### src/rtl/pipeline_ctrl.sv
// Pipeline sequencer for the 5-stage IF/ID/EX/MEM/WB core.
// Drives pc / pipeline-register enables and flushes, inserts one bubble on a
// load-use hazard, squashes wrong-path work on a redirect resolved in MEM,
// drains the pipe on HALT and keeps saturating stall / redirect counters.
module pipeline_ctrl #(
  parameter int          CNT_W     = 16,
  parameter logic [5:0]  HALT_OP   = 6'h3F,
  parameter int          DRAIN_CYC = 3
) (
  input  logic             clk,
  input  logic             arst_n,
  input  logic             enable,
  input  logic [31:0]      instr_id,
  input  logic             id_uses_rt,
  input  logic             ex_mem_read,
  input  logic [4:0]       ex_waddr,
  input  logic             mem_branch,
  input  logic             mem_zero,
  input  logic             mem_jump,
  output logic             pc_en,
  output logic             if_id_en,
  output logic             id_ex_en,
  output logic             if_id_flush,
  output logic             id_ex_flush,
  output logic             ex_mem_flush,
  output logic             halted,
  output logic [1:0]       state,
  output logic [CNT_W-1:0] stall_cnt,
  output logic [CNT_W-1:0] flush_cnt
);

  typedef enum logic [1:0] {
    IDLE   = 2'd0,
    RUN    = 2'd1,
    DRAIN  = 2'd2,
    HALTED = 2'd3
  } state_t;

  // Drain counter is loaded with DRAIN_CYC-1 so that DRAIN lasts DRAIN_CYC cycles.
  localparam logic [1:0] DRAIN_LOAD = 2'(DRAIN_CYC - 1);

  state_t           state_q, state_d;
  logic [1:0]       drain_q, drain_d;
  logic [CNT_W-1:0] stall_q, flush_q;
  logic             stall_inc, flush_inc;
  logic             hazard, redirect, halt_req;
  logic             unused_instr_bits;

  // Saturating increment: the counter sticks at all-ones instead of wrapping.
  function automatic logic [CNT_W-1:0] sat_inc(input logic [CNT_W-1:0] v);
    if (&v) return v;
    return v + {{(CNT_W-1){1'b0}}, 1'b1};
  endfunction

  // A load writing $zero never creates a real dependency.
  assign hazard   = ex_mem_read & (ex_waddr != 5'd0) &
                    ((ex_waddr == instr_id[25:21]) |
                     (id_uses_rt & (ex_waddr == instr_id[20:16])));
  assign redirect = (mem_branch & mem_zero) | mem_jump;
  assign halt_req = (instr_id[31:26] == HALT_OP);

  assign unused_instr_bits = ^instr_id[15:0];

  assign state     = state_q;
  assign stall_cnt = stall_q;
  assign flush_cnt = flush_q;

  // State and drain-counter registers.
  always_ff @(posedge clk or negedge arst_n) begin
    if (!arst_n) begin
      state_q <= IDLE;
      drain_q <= 2'd0;
    end else begin
      state_q <= state_d;
      drain_q <= drain_d;
    end
  end

  // Next-state and same-cycle enable/flush decode; redirect outranks hazard outranks halt.
  always_comb begin
    state_d      = state_q;
    drain_d      = drain_q;
    pc_en        = 1'b0;
    if_id_en     = 1'b0;
    id_ex_en     = 1'b0;
    if_id_flush  = 1'b0;
    id_ex_flush  = 1'b0;
    ex_mem_flush = 1'b0;
    halted       = 1'b0;
    stall_inc    = 1'b0;
    flush_inc    = 1'b0;
    case (state_q)
      IDLE: begin
        if (enable) state_d = RUN;
      end
      RUN: begin
        pc_en    = 1'b1;
        if_id_en = 1'b1;
        id_ex_en = 1'b1;
        if (redirect) begin
          if_id_flush  = 1'b1;
          id_ex_flush  = 1'b1;
          ex_mem_flush = 1'b1;
          flush_inc    = 1'b1;
        end else if (hazard) begin
          pc_en       = 1'b0;
          if_id_en    = 1'b0;
          id_ex_flush = 1'b1;
          stall_inc   = 1'b1;
        end else if (halt_req) begin
          pc_en       = 1'b0;
          if_id_en    = 1'b0;
          id_ex_flush = 1'b1;
          state_d     = DRAIN;
          drain_d     = DRAIN_LOAD;
        end
        if (!enable) state_d = IDLE;
      end
      DRAIN: begin
        id_ex_en = 1'b1;
        if (redirect) begin
          // The branch is older than the halt, so execution resumes on its target.
          pc_en        = 1'b1;
          if_id_en     = 1'b1;
          if_id_flush  = 1'b1;
          id_ex_flush  = 1'b1;
          ex_mem_flush = 1'b1;
          state_d      = RUN;
          drain_d      = 2'd0;
        end else begin
          id_ex_flush = 1'b1;
          if (drain_q == 2'd0) state_d = HALTED;
          else                 drain_d = drain_q - 2'd1;
        end
      end
      HALTED: begin
        halted = 1'b1;
        if (!enable) state_d = IDLE;
      end
      default: state_d = IDLE;
    endcase
  end

  // Performance counters, only stepped from RUN and cleared only by reset.
  always_ff @(posedge clk or negedge arst_n) begin
    if (!arst_n) begin
      stall_q <= '0;
      flush_q <= '0;
    end else begin
      if (stall_inc) stall_q <= sat_inc(stall_q);
      if (flush_inc) flush_q <= sat_inc(flush_q);
    end
  end

endmodule
### config.mk
export PLATFORM = sky130hd
export DESIGN_NAME = pipeline_ctrl
export DESIGN_NICKNAME = d
export VERILOG_FILES = /design/src/rtl/pipeline_ctrl.sv
export SDC_FILE = /design/constraint.sdc
export NUM_CORES = 1
export LEC_CHECK = 0
export CAP_MARGIN = 25
export CORE_ASPECT_RATIO = 2
export CORE_UTILIZATION = 39
export DETAILED_ROUTE_END_ITERATION = 6
export PLACE_DENSITY = 0.76
export SLEW_MARGIN = 20
export SYNTH_ARGS = -nofsm -noshare
export SYNTH_HDL_FRONTEND = slang
export SYNTH_SLANG_ARGS = --single-unit
export TNS_END_PERCENT = 10
### constraint.sdc
create_clock -name clk -period 1.86 [get_ports clk]
set_clock_uncertainty 0.2 [all_clocks]
set_input_delay 0.279 -clock clk [delete_from_list [all_inputs] [get_ports clk]]
set_output_delay 0.279 -clock clk [all_outputs]
set_load 0.05 [all_outputs]
==> summary.txt <==
Outcome
  – Run status: finished, violations left
  – Failing checks: setup timing

Layout
  – Inserted Diodes: 0
  – # fillers: 392
  – Register area: 913 µm²
  – Final net count: 391
  – Share of layout cells above drive strength 1: 46.3%
  – Multi-input logic area: 0.00127 mm²
  – Area growth syn-to-layout: 67.4%

STA
  – RSZ-0062 raised after global routing: true
  – Fin. max-slew vios: 0
  – Final min period: 2.18 ns
  – Final TNS setup: -1.54 ns
  – FMAX: 459 MHz
  – Period utilisation layout: 117%
  – Slew headroom: 69.8%
  – Final number of hold-violating endpoints: 0
  – Worst Tran Pin Value: 0.453 ns
  – Final setup fails: 16
  – Fin worst setup slack: -0.321 ns

Critical path
  – Worst path max stage delay: 0.54 ns
  – Max FO, Critical Path: 3
  – Critical-path cell list: buf_8, or4_4, o21ai_4, nor2_2, o31a_1, o21a_1, buf_6
  – Critical path launch point type: input pin
  – CP required: 1.38 ns
  – Worst Setup SP: ex_waddr[3]
  – CP arrival: 1.70 ns
  – R2r worst-path depth: 7
  – WS Path Type: input pin to output port
  – Critical path's top delay family: simple AND/OR/NAND/NOR gates
  – CP Capture Type: output port
  – CP bufs+invs: 2
  – WP depth: 7
  – Worst Setup EP: id_ex_flush
  – R2r setup slk: -0.10 ns
  – R2R Path Start: flush_cnt[8]
  – Slowest CP cell: or4_4
  – Worst reg2reg path endpoint: flush_cnt[14]

Hold path
  – Hold Crit Class: input pin to async pin

Die
  – I/O pin count: 86
  – Initial core utilization: 40.8%
  – Die Span X: 54.1 µm
  – Core ar.: 0.00518 mm²
  – Total Die Area: 0.00574 mm²
  – Cell Rows: 37
  – Die height: 106 µm

CTS
  – Root buffer cell: clkbuf_8
  – Clk pin slew, worst setup/hold paths: 0.08 ns
  – Clock insertion delay at the later pin of the skew report: 0.30 ns
  – CTS sink cnt: 36
  – Total CTS buffers: 5
  – Clk buf depth: 2
  – TritonCTS clock tree: built
  – Max H-tree Level: 2

Drt
  – Detailed-route wire length: 5830 µm
  – Detailed Routing Iterations Pass 1: 4
  – Via count: 2,054
  – Routed WL per cell: 14.7 µm
  – Routed Antenna Nets: 0
  – Detail-routed via count per cell: 5.17
  – DRC: 0
  – First DRT Iteration DRCs: 67

Place
  – Final Wtd Congestion: 0.840
  – Post-DP HPWL: 4530 µm
  – Pre-CTS setup slack: -0.768 ns
  – # port buffers: 69

Global routing
  – Largest net degree at the start of global routing: 20
  – Antenna violations before repair: 0
  – First-pass GRT wire length: 9360 µm
  – GRT Total Usage: 22.4%
  – Vias in the first global route: 2,145
  – Total grt overflow: 0

Synth
  – Share of the synthesized area in the top cell type: 42.6%
  – YS warnings: 0
  – Yosys cell types: 43
  – Top-count cell post-synth: dfrtp_1
  – Number of synthesized flops with an enable pin: 0
  – FF+latch count, synth: 36
  – Synth Net Count: 263
  – Synth Area per Inst: 10.1 µm²
  – Asr flop ratio synth: 100%
  – Seq/Total Area, Yosys: 42.6%
  – Post-synth top flop: dfrtp_1
  – Post-synth top cells: 36 x dfrtp_1, 21 x xnor2_1, 20 x nand2_1
  – Synth top area cells: dfrtp_1 43%, xnor2_1 8.7%, xor2_1 7.0%
  – Post-synth top area cell: dfrtp_1
  – Mapped cell area: 0.00212 mm²
  – Synth Instances: 210

Pwr
  – Max VDD drop: 756 µV
  – Overall Power: 4.00 mW
  – Power per cell area: 1130 mW/mm²
  – Static leakage: 1.70 nW

Run
  – Max_cap viols: 0
[cell type report]
type                    instances  share of cell area, %
multi-input cells             161                   35.9
repair buffers                126                   31.9
flip-flops and latches         36                   25.8
clock buffers                   7                   2.72
well taps                      58                   2.05
clock inverters                 1                  0.847
inverters                       8                  0.847
[stage by stage]
| step | instance area (µm²) | util, % | hold WS (ns) | cells |
|---|---|---|---|---|
| 2_1_floorplan | 2160 | - | -0.217 | 210 |
| 3_3_place_gp | 3290 | 63.4 | 0.0406 | 386 |
| 3_5_place_dp | 3290 | 63.4 | 0.0461 | 386 |
| 4_1_cts | 3470 | 67.0 | 0.268 | 397 |
| 5_1_grt | 3540 | 68.3 | 0.295 | 397 |
| 6_report | 3540 | 68.3 | 0.248 | 397 |
[per-layer routing]
metal  share of wire, %  GRT usage (%)  up-vias
li1                   -              -      989
met1                 34           20.8     1018
met2                 61           43.2       37
met3                2.6           4.86       10
met4                2.0           8.24        0
met5                  0              0        -
[how the worst min path moves through the flow]
stage                 from            end  slack [ns]  cells after the start
floorplan           arst_n     drain_q[0]       -0.22                      0
global placement    arst_n  flush_cnt[10]        0.04                      1
detailed placement  arst_n  flush_cnt[10]        0.05                      1
CTS                 arst_n  flush_cnt[10]        0.27                      2
global route        arst_n   flush_cnt[6]        0.29                      2
finish              arst_n  flush_cnt[10]        0.25                      2
[cell families (layout without fill, tap and decap cells)]
group | Yosys count | after routing | synth area share, %
xor+xnor | 38 | 38 | 15.7
simple gates | 87 | 87 | 22.1
mux | 6 | 6 | 3.13
compound gates | 22 | 22 | 8.87
buf+inv | 13 | 142 | 2.90
flops | 36 | 36 | 42.6
fa+ha+maj | 8 | 8 | 4.73
[worst reg2reg max path, delay by kind of cell, from the launching register on]
family | cells | cell delay, ns
simple gates | 5 | 0.99
buf+inv | 1 | 0.13
xor+xnor | 1 | 0.14
flops | 1 | 0.37
[repair_timing]
item | 4_1_cts | 5_1_grt
setup endpoints to repair | 36 | 35
buffers inserted | 2 | 0
hold buffers | 1 | 0
pin swaps | 30 | 16
resized for setup | 58 | 16
hold endpoints to repair | 17 | 0
[layout by cell type (no fill, tap or decap), types with 4 or more instances in the layout]
cell / instances
nand4_1: 14
inv_1: 6
and3_1: 7
buf_4: 81
clkdlybuf4s50_1: 12
xnor2_1: 21
clkbuf_8: 7
nor2_1: 14
nand3_1: 11
dlygate4sd2_1: 6
buf_2: 4
xor2_1: 16
dfrtp_1: 26
ha_1: 4
buf_12: 8
buf_6: 11
dfrtp_2: 10
nand2_1: 20
[report_power, final]
part / internal [mW] / switching (mW) / total, mW
Sequential: 0.898 / 0.0994 / 0.998
Combinational: 0.998 / 1.24 / 2.23
Clock: 0.473 / 0.299 / 0.773
Total: 2.37 / 1.63 / 4.00
[flip-flops by register name (all words and copies together) (netlist names)]
name,count
drain_q,2
stall_cnt,16
state,2
flush_cnt,16
No activity file was read; power rests on OpenSTA's default activity.
